## src/rtl/tx_pattern_engine.sv

```systemverilog
// Parallel word source for the TX serializer: pass-through, multi-polynomial PRBS,
// static and toggle patterns, one-shot error injection and optional lane interleave.
module tx_pattern_engine #(
    parameter int          WIDTH   = 16,
    parameter int          NLANE   = 4,
    parameter bit          REORDER = 1,
    parameter logic [30:0] SEED    = 31'h7FFFFFFF
) (
    input  logic             clk,
    input  logic             rst,
    input  logic             cke,
    input  logic [1:0]       mode,
    input  logic [1:0]       prbs_sel,
    input  logic [WIDTH-1:0] din,
    input  logic [WIDTH-1:0] pat,
    input  logic             inj_error,
    output logic [WIDTH-1:0] dout,
    output logic [7:0]       inj_cnt
);
    localparam int M  = WIDTH / NLANE;
    localparam int LM = $clog2(M);

    logic [WIDTH-1:0] dout_q, dout_d;
    logic [7:0]       inj_cnt_q, inj_cnt_d;
    logic [30:0]      state_q, state_d;
    logic [1:0]       mode_q, mode_d;
    logic [1:0]       prbs_sel_q, prbs_sel_d;
    logic             inj_q;
    logic             pending_q, pending_d;
    logic             phase_q, phase_d;

    logic             pend_w;
    logic             reseed;
    logic             ph;
    logic             nb;
    logic [30:0]      mask;
    logic [30:0]      s;
    logic [WIDTH-1:0] raw;

    function automatic int rev(input int a);
        int r;
        r = 0;
        for (int i = 0; i < LM; i++) begin
            if (a[i]) r = r | (1 << (LM - 1 - i));
        end
        return r;
    endfunction

    always_comb begin
        case (prbs_sel)
            2'd0:    mask = 31'h0000007F;
            2'd1:    mask = 31'h00007FFF;
            default: mask = 31'h7FFFFFFF;
        endcase
    end

    always_comb begin
        dout_d     = dout_q;
        inj_cnt_d  = inj_cnt_q;
        state_d    = state_q;
        mode_d     = mode_q;
        prbs_sel_d = prbs_sel_q;
        phase_d    = phase_q;
        raw        = '0;
        ph         = 1'b0;
        nb         = 1'b0;
        s          = state_q;
        reseed     = 1'b0;
        // A request seen in this very cycle still lands on this cycle's word.
        pend_w     = pending_q | (inj_error & ~inj_q);
        pending_d  = pend_w;

        if (cke) begin
            mode_d     = mode;
            prbs_sel_d = prbs_sel;
            case (mode)
                2'd0: raw = din;
                2'd2: raw = pat;
                2'd3: begin
                    ph      = (mode_q == 2'd3) ? phase_q : 1'b0;
                    raw     = ph ? ~pat : pat;
                    phase_d = ~ph;
                end
                default: begin
                    reseed = (mode_q != 2'd1) || (prbs_sel != prbs_sel_q) ||
                             ((state_q & mask) == '0);
                    s = reseed ? SEED : state_q;
                    for (int k = 0; k < WIDTH; k++) begin
                        case (prbs_sel)
                            2'd0:    nb = s[6]  ^ s[5];
                            2'd1:    nb = s[14] ^ s[13];
                            default: nb = s[30] ^ s[27];
                        endcase
                        s = {s[29:0], nb};
                        raw[WIDTH-1-k] = nb;
                    end
                    state_d = s & mask;
                end
            endcase

            if (pend_w) begin
                raw[WIDTH-1] = ~raw[WIDTH-1];
                pending_d    = 1'b0;
                if (inj_cnt_q != 8'hFF) inj_cnt_d = inj_cnt_q + 8'd1;
            end

            if (REORDER) begin
                for (int a = 0; a < M; a++) begin
                    for (int b = 0; b < NLANE; b++) begin
                        dout_d[M*b + rev(a)] = raw[WIDTH-1-(NLANE*a+b)];
                    end
                end
            end else begin
                dout_d = raw;
            end
        end
    end

    always_ff @(posedge clk) begin
        if (rst) begin
            dout_q     <= '0;
            inj_cnt_q  <= '0;
            state_q    <= SEED;
            mode_q     <= 2'd0;
            prbs_sel_q <= 2'd0;
            inj_q      <= 1'b0;
            pending_q  <= 1'b0;
            phase_q    <= 1'b0;
        end else begin
            dout_q     <= dout_d;
            inj_cnt_q  <= inj_cnt_d;
            state_q    <= state_d;
            mode_q     <= mode_d;
            prbs_sel_q <= prbs_sel_d;
            inj_q      <= inj_error;
            pending_q  <= pending_d;
            phase_q    <= phase_d;
        end
    end

    assign dout    = dout_q;
    assign inj_cnt = inj_cnt_q;
endmodule

```

## config.mk

```make
export PLATFORM = sky130hd
export DESIGN_NAME = tx_pattern_engine
export DESIGN_NICKNAME = d
export VERILOG_FILES = /design/src/rtl/tx_pattern_engine.sv
export SDC_FILE = /design/constraint.sdc
export NUM_CORES = 1
export LEC_CHECK = 0
export ABC_AREA = 1
export CORE_ASPECT_RATIO = 1.5
export CORE_MARGIN = 1.5
export CORE_UTILIZATION = 45
export CTS_CLUSTER_DIAMETER = 40
export CTS_CLUSTER_SIZE = 8
export DETAILED_ROUTE_END_ITERATION = 8
export GPL_ROUTABILITY_DRIVEN = 0
export PLACE_DENSITY_LB_ADDON = 0.1
export SKIP_CTS_REPAIR_TIMING = 1
export SYNTH_ARGS = -nofsm -noshare
export SYNTH_HDL_FRONTEND = slang
export SYNTH_SLANG_ARGS = --single-unit
export TNS_END_PERCENT = 50
```

## constraint.sdc

```tcl
create_clock -name clk -period 4.1 [get_ports clk]
set_input_delay 0.41 -clock clk [delete_from_list [all_inputs] [get_ports clk]]
set_output_delay 0.41 -clock clk [all_outputs]
set_load 0.01 [all_outputs]
```

Yosys cells after proc, flatten, opt, wreduce, memory -nomap -nowiden. Cells that the tools add are included. Widths: inputs -> output; s select.

Flip-flop bits (word level): 62. Output and inout port bits: 24. Word-level logic and storage cells: 215.

Reductions and logical operators: 22. Add/subtract/negate cells: 10. Equal/unequal tests: 7. Bitwise gates (word level): 49. Order comparisons: 24. Multiplexer cells: 95.

Operators with widths (number): $ge 32x1->1 const B (12); $lt 32x6->1 const B (12); $add 5x32->32 const A (6); $bwmux 16 (12); $add 4x32->32 const A (3); $mux 32 (3); $and 31x31->31 (2); $pmux 31 s2 (1); $demux 1 s4 (12); $pmux 16 s3 (1); $mux 1 (47); $xor 1x1->1 (40); $mux 16 (2); $pmux 1 s2 (16); $logic_not 31->1 (1); $mux 31 (1); $not 16->16 (1); $logic_and 1x1->1 (12); $add 8x1->8 const B (1); $ne 8x8->1 const B (1); $eq 2x2->1 const B (3); $logic_not 2->1 (2); $not 1->1 (4); $reduce_and 2->1 (2); 9 further kinds (10).

Longest topological paths before layout. Gate-level depths: netlist (run 1).

Depth in word-level cells: 35. Gate-level depth with buffers: 21. Mapped depth without buffers: 21.

Least setup slack after synthesis (run 1). No wires, ideal clock.

Kind: in2reg. Start: in prbs_sel[0]. End: reg dout_q[7], in the netlist dout[7]. Stages: 17. Arrival time: 1.918 ns. Buffers on the path: 1. Library setup time: 0.132 ns. Path slack: 2.050 ns. Cells stage by stage: inv_1 > nand2_1 > o211ai_2 > nor3_4 > nand2_4 > buf_6 > nor2_2 > inv_2 > or2_1 > nand3_2 > nand2_1 > nor2_2 > nand2_1 > nand3_1 > nand2_1 > nand2_1 > a21oi_2.

Cells in the longest elaborated chain, start to end: 26. Elaborated cells between the ends (all ways): 111. Classes of those cells: eq/ne: 2; mux: 64; bitwise: 41; reduce/logical: 4.

RTL lines: start, declared (line 13) `input logic [1:0] prbs_sel,`; $eq 2x1->1 / $logic_not 2->1 (equally long branches) (line 50, 89); $pmux 31 s2 (line 50) `case (prbs_sel)`; $and 31x31->31 (line 86) `((state_q & mask) == '0);`; $logic_not 31->1 (line 86); $logic_or 1x1->1 (line 85) `reseed = (mode_q != 2'd1) || (prbs_sel != prbs_sel_q) ||`; $mux 31 (line 87) `s = reseed ? SEED : state_q;`; $xor 1x1->1 (on tied branches) (line 92, 90, 91); $pmux 1 s2 (line 89) `case (prbs_sel)`; [2 not listed]; $xor 1x1->1 (line 90, 91); $pmux 1 s2 (line 89); $mux 1 (line 76) `case (mode)`; $mux 1 (line 73) `if (cke) begin`; $pmux 16 s3 (*) (line 76); $mux 16 (*) (line 73); $bwmux 16 (9 in series) (line 110) `dout_d[M*b + rev(a)] = raw[WIDTH-1-(NLANE*a+b)];`; $bwmux 16 (*) (line 110); end signal, assigned (line 130) `dout_q <= dout_d;`; end, declared (line 23) `logic [WIDTH-1:0] dout_q, dout_d;`.

Every way passes the cells marked *; elsewhere a longest branch is shown, timed or not. The select of a mux whose other input is x is not followed. A chain may end at the register's enable or synchronous reset.

Worst setup path in the final report (run 1).
Start: in prbs_sel[1]. End: reg state_q[4].

Cells in the longest elaborated chain, start to end: 15. Elaborated cells between the ends (all ways): 28. Classes of those cells: eq/ne: 2; mux: 11; bitwise: 11; reduce/logical: 4.

RTL lines: $eq 2x1->1 / $logic_not 2->1 (equally long branches) (line 50, 89); $pmux 31 s2 (line 50); $and 31x31->31 (line 86); $logic_not 31->1 (line 86); $logic_or 1x1->1 (line 85); $mux 31 (line 87); $xor 1x1->1 (on tied branches) (line 92, 90, 91); $pmux 1 s2 (line 89); $mux 1 (line 76); $mux 1 (line 73); $xor 1x1->1 (line 90) `2'd0: nb = s[6] ^ s[5];`; $pmux 1 s2 (*) (line 89); $mux 1 (*) (line 76); $mux 1 (*) (line 73); $and 31x31->31 (*) (line 97) `state_d = s & mask;`; end signal, assigned (line 132) `state_q <= state_d;`; end, declared (line 25) `logic [30:0] state_q, state_d;`.

Marked as above.

==> results of run 1 <==
## final timing paths
check	to	cells after the start
max	state_q[4]$_SDFFE_PP1P_	16
min reg2reg	pending_q$_SDFF_PP0_	2
max reg2reg	state_q[4]$_SDFFE_PP1P_	17
min	pending_q$_SDFF_PP0_	2
## layout make-up
class                      count  area [µm²]
fill                         778        3290
clock buffer                   9         225
multi-input combinational    409        2110
timing repair buffer          72         698
inverter                      66         248
tap                          105         131
sequential                    62        1240
clock inverter                 7        65.1
## power by group
group | total [mW] | internal, mW | switching [mW] | leakage (nW)
logic | 0.257 | 0.113 | 0.144 | 1.29
registers | 0.667 | 0.637 | 0.0305 | 0.510
clock network | 0.742 | 0.465 | 0.277 | 0.141
total | 1.67 | 1.22 | 0.451 | 1.94
## metrics by stage
step / hold WS (ns) / total power, mW / setup WS [ns]
2_1_floorplan: 0.427 / 0.815 / 2.05
3_3_place_gp: 0.437 / 0.931 / 0.692
3_5_place_dp: 0.446 / 0.933 / 0.626
4_1_cts: 0.461 / 1.68 / 0.961
5_1_grt: 0.476 / 1.73 / 0.673
6_report: 0.455 / 1.67 / 0.905
## metal layers
layer,up-vias,global-route usage [%],part of all wire (%)
li1,2028,-,-
met1,1832,31.4,39
met2,163,47.3,48
met3,64,5.74,5.6
met4,0,21.8,7.4
met5,-,0,0
## flip-flops by register name (all words and copies together), names as in the netlist
register / flops
state_q: 31
inj_cnt: 8
prbs_sel_q: 2
dout: 16
inj_q: 1
pending_q: 1
mode_q: 2
phase_q: 1
## worst max-delay path, stage by stage
cell and delay (ns):
clkdlybuf4s50_1 0.56, inv_2 0.22, o211ai_2 0.12, nor3_4 0.41, nand2_4 0.27, or2_1 0.32, nand2_1 0.07, o21ai_1 0.06
nand2_1 0.08, nand3_1 0.14, inv_2 0.12, nand2_1 0.05, nand3_1 0.12, nand2_1 0.06, o21ai_1 0.23, o211ai_1 0.13
## layout by cell type, fill, tap and decap left out, types with 2 or more instances in the layout
cell	instances
clkinvlp_4	2
o221ai_1	3
a31oi_1	8
buf_4	9
clkdlybuf4s50_1	63
a211oi_1	2
inv_1	56
o22ai_1	3
a22oi_1	10
nor4_1	3
nand4_1	10
a21oi_2	2
o21ai_0	65
o31ai_1	3
or2_1	4
nor2_2	4
nand2_1	108
xnor2_1	5
nor2_1	43
nand3_1	31
clkbuf_16	9
clkinv_2	4
nor3_1	4
xor2_1	2
nand2_2	5
inv_2	10
a21oi_1	65
o21ai_2	2
o21ai_1	4
dfxtp_1	62
o211ai_1	7
nand3_2	7
## logic make-up (layout without fill, tap and decap cells)
family | count (synthesis) | in the layout
simple gates | 224 | 224
compound gates | 177 | 177
buf+inv | 95 | 154
flops | 62 | 62
xor+xnor | 7 | 7
fa+ha+maj | 1 | 1
==> metrics.txt, run 1 <==
initial drt markers=247; crit path launch=prbs_sel[1]; Tightest Hold Check Type=reg -> reg; Yosys reg bits=62; first-pass GRT wire length=19,300 µm; nets@finish=around 660; Rel. slew slack=roughly a third; post-route clock period utilization=between 70% and 80%; Main synth FF type=dfxtp_1; largest family of logic cells by synthesized area=simple AND/OR/NAND/NOR gates; synth cell count leaders=nand2_1 (108), a21oi_1 (65), o21ai_0 (65); DRC=0; Compound-Gate Fraction of Synth Area=a little over a quarter; Starting Density=46.6%; async set-or-reset flop fraction in the synthesized netlist=0%; die area=0.00886 mm²; Fin. Hold Viols=0; TritonCTS clock tree=built; DR vias=4,087; placed cells=714; total track usage=28.3%; sequential area share after synthesis=33.3%; Placed Area=around 0.0044 mm²; clock latency on the worst-skew pair=0.34 ns; post-synthesis xor/xnor area fraction=1.64%; Std-Cell Core Area=0.00801 mm²; share of the core filled with cells=58.9%; mux share of post-synthesis cell area=0%; Peak VDD IR=0.272 mV; clk sinks=62; Chip Width=77.3 µm; skew final=0.0101 ns; Ys Warns=0; Post-Synth Simple-Gate Area=27.8%; FMAX=313 MHz; Clock transition at path regs=~0.06 ns; Synth Instances=about 570; leakage=1.94 nW; RSZ-0062 raised after global routing=no; Slew Limit Fails=0; Req. time, crit path=about 4.3 ns; Mapped Area=0.00373 mm²; vias in the first global route=3,837; drt via density=about 5.6; Post-synth EDFFs=0; DR pass1 iterations=9; top post-synthesis cells by area=dfxtp_1 (33%), nand2_1 (11%), a21oi_1 (8.7%); antenna viol nets, final=0; post-synth top area cell=dfxtp_1; total global routing overflow=0; dpl hpwl=8970 µm; FF-to-FF setup slack=1.22 ns; deepest clock path buffer count=2; setup TNS=0 ns; power per standard cell area=353 mW/mm²; Slew @ Worst Pin=1.02 ns; Die H=115 µm; crit start category=input pin; top-count cell post-synth=nand2_1; Top Ports=64; crit end category=register; Synth-to-Final Area Change=26.4%; Post-Syn Area per Cell=6.59 µm²; TritonCTS Buffers=9; adder-cell share of the synthesized area=0.335%; critical path data arrival time=3.36 ns; Tmin final=3.19 ns; Cell Rows=40; Hold Crit Start=pending_q$_SDFF_PP0_; Final Cell Area=between 0.004 and 0.005 mm²; post-synth top area share=33.3%; syn_nets=about 600; largest net degree at the start of global routing=34; Setup Crit Path Kind=in -> reg; Max FO, Critical Path=27; # diodes=0; Max-cap violations=0; non-filler cells, final=730; Post-Route WL=12,000 µm; Reg2Reg Launch Point=state_q[13]$_SDFFE_PP1P_; Final setup viols=0; outcome=complete, no violations; fraction of layout cells with a size suffix above 1=9.76%; count of distinct cell types in the synthesized netlist=40; initial antenna violation count=0; drt wl/cell=approximately 16 µm; Max H-tree Level=3; Port Buffers=63; CTS Root Cell=clkbuf_16
Power figures use the tool's default switching activity.
==> run 2, diff against run 1 <==
==> constraint.sdc (replaced) <==
create_clock -name clk -period 3.11 [get_ports clk]
set_input_delay 0.311 -clock clk [delete_from_list [all_inputs] [get_ports clk]]
set_output_delay 0.311 -clock clk [all_outputs]
set_load 0.01 [all_outputs]
==> run 2 against run 1 <==
Net effect:
- power up 34%
- via count up 1.3%
- die area unchanged
- count of clock-buffer cells in the layout up 4
- register-to-register slack worse by 0.76 ns
- combinational power up 34%
- critical path depth down 2
- clock power up 36%
- first-iteration DRC count up 11%
- sequential power up 32%
- highest routed layer unchanged
==> metrics.txt, run 2 (synthesis results as in run 1) <==
clock latency on the worst-skew pair=0.34 ns (about the same); Post-Route WL=12,100 µm (+1.1%); initial antenna violation count=0 (unchanged); Tmin final=between 2 and 3 ns; FMAX=376 MHz; CP Cell Sequence=clkdlybuf4s50_1 -> buf_4 -> nand2_1 -> nand2_2 -> nand2_4 -> or2_1 -> o21ai_1 -> a21oi_1 -> nand2_1 -> nand2_1 -> nand3_1 -> nand2_1 -> o21ai_1 -> o211ai_1; first-pass GRT wire length=19,400 µm (+0.75%); total power=2.23 mW (+34%); Top Ports=64 (unchanged); Cell Rows=40 (unchanged); Starting Density=46.6% (unchanged); crit start category=input pin; Clock transition at path regs=0.05 ns (about the same); clk sinks=62 (unchanged); DR pass1 iterations=5 (-4); Slew @ Worst Pin=1.09 ns (+0.0768 ns); RSZ-0062 raised after global routing=no; total global routing overflow=0 (unchanged); Max H-tree Level=3 (unchanged); leakage=1.99 nW (+2.4%); CP dominant cell by count=nand2_1; area of the multi-input gates=0.00211 mm² (unchanged); Req. time, crit path=3.30 ns (-0.97 ns); DR vias=4,141 (+1.3%); deepest clock path buffer count=2 (unchanged); # diodes=0 (unchanged); peak per-stage delay on the critical path=0.62 ns (+0.06 ns); vias in the first global route=3,934 (+2.5%); Final Cell Area=0.00480 mm² (+1.7%); delay-heaviest family, CP=simple AND/OR/NAND/NOR gates; most common cell after layout, fill and taps aside=nand2_1; antenna viol nets, final=0 (unchanged); Buf/Inv on CP=2 (-1); Std-Cell Core Area=0.00801 mm² (unchanged); drt via density=5.60 (about the same); TritonCTS clock tree=built; fraction of layout cells with a size suffix above 1=10.7% (+0.97 points); share of the core filled with cells=59.9% (+1.0 points); outcome=complete, no violations; Rel. slew slack=26.7% (-5.3 points); Tightest Hold Check Type=reg -> reg; Biggest register=state_q; Fillers=770 (-1.0%); Max FO, Critical Path=19 (-30%); placed cells=723 (+1.3%); largest net degree at the start of global routing=32 (-5.9%); max FFs per register=31 (unchanged); Setup Crit Path Kind=in -> reg; register area=0.00124 mm² (unchanged); Fin. Hold Viols=0 (unchanged); die area=0.00886 mm² (unchanged); final hold slack=0.458 ns (+0.00313 ns); Chip Width=77.3 µm (unchanged); commonest non-fill, non-tap cells in the layout=nand2_1 (108), a21oi_1 (65), o21ai_0 (65), clkdlybuf4s50_1 (63), dfxtp_1 (62); Port Buffers=63 (unchanged); Peak VDD IR=0.348 mV (+28%); Final setup viols=0 (unchanged); power per standard cell area=465 mW/mm² (+32%); non-filler cells, final=739 (+1.2%); nets@finish=670 (+1.4%); total track usage=28.3% (about the same); dpl hpwl=9150 µm (+2.0%); CTS Root Cell=clkbuf_16; worst slack at placement=0.159 ns (-0.467 ns); crit end category=register; Placed Area=0.00449 mm² (+1.5%); skew final=0.00805 ns (-0.00204 ns); Max-cap violations=0 (unchanged); Die H=115 µm (unchanged); drt wl/cell=16.4 µm (-0.14%); Slew Limit Fails=0 (unchanged); initial drt markers=274 (+11%); post-route clock period utilization=85.6%; slowest CP cell=clkdlybuf4s50_1; Synth-to-Final Area Change=28.5%; DRC=0 (unchanged); TritonCTS Buffers=9 (unchanged); critical path data arrival time=2.85 ns (-0.51 ns); final worst slack=0.448 ns (-0.458 ns); setup TNS=0 ns (unchanged)
run 2: cell types whose count changed in the layout (fill, tap and decap cells not counted):
cell / change
clkinv_2: -3
buf_4: +9
clkinvlp_4: -1
clkbuf_1: +2
clkbuf_8: +2
run 2: path summary, 6_finish.rpt:
| path | from | end | slack [ns] | depth (start not counted) |
|---|---|---|---|---|
| setup / recovery | prbs_sel[1] | state_q[4]$_SDFFE_PP1P_ | 0.45 | 14 |
| hold / removal | pending_q$_SDFF_PP0_ | pending_q$_SDFF_PP0_ | 0.46 | 2 |
| setup reg to reg | state_q[14]$_SDFFE_PP1P_ | state_q[4]$_SDFFE_PP1P_ | 0.46 | 17 |
| hold reg to reg | pending_q$_SDFF_PP0_ | pending_q$_SDFF_PP0_ | 0.46 | 2 |
run 2: report_power, final:
group / switching (mW) / internal (mW) / total [mW] / leakage (nW)
sequential: 0.0405 / 0.840 / 0.880 / 0.510
combinational: 0.190 / 0.154 / 0.344 / 1.33
clock: 0.345 / 0.662 / 1.01 / 0.146
total: 0.575 / 1.66 / 2.23 / 1.99
run 2: cell type report:
cell class | instances | area share (%)
Clock buffer | 13 | 5.43
Clock inverter | 3 | 0.887
Inverter | 66 | 5.17
Multi-Input combinational cell | 409 | 43.9
Sequential cell | 62 | 25.9
Tap cell | 105 | 2.74
Timing Repair Buffer | 81 | 16.0
run 2: metal layers:
metal	share of wire (%)	track usage [%]
met5	0	0
met2	49	49.1
met4	5.3	19.8
met1	39	30.1
met3	6.5	6.69
run 2: worst register-to-register path, delay by kind of cell (launching register included):
family | cells | cell delay (ns)
compound gates | 4 | 0.58
buf+inv | 1 | 0.15
flops | 1 | 0.38
simple gates | 12 | 1.40
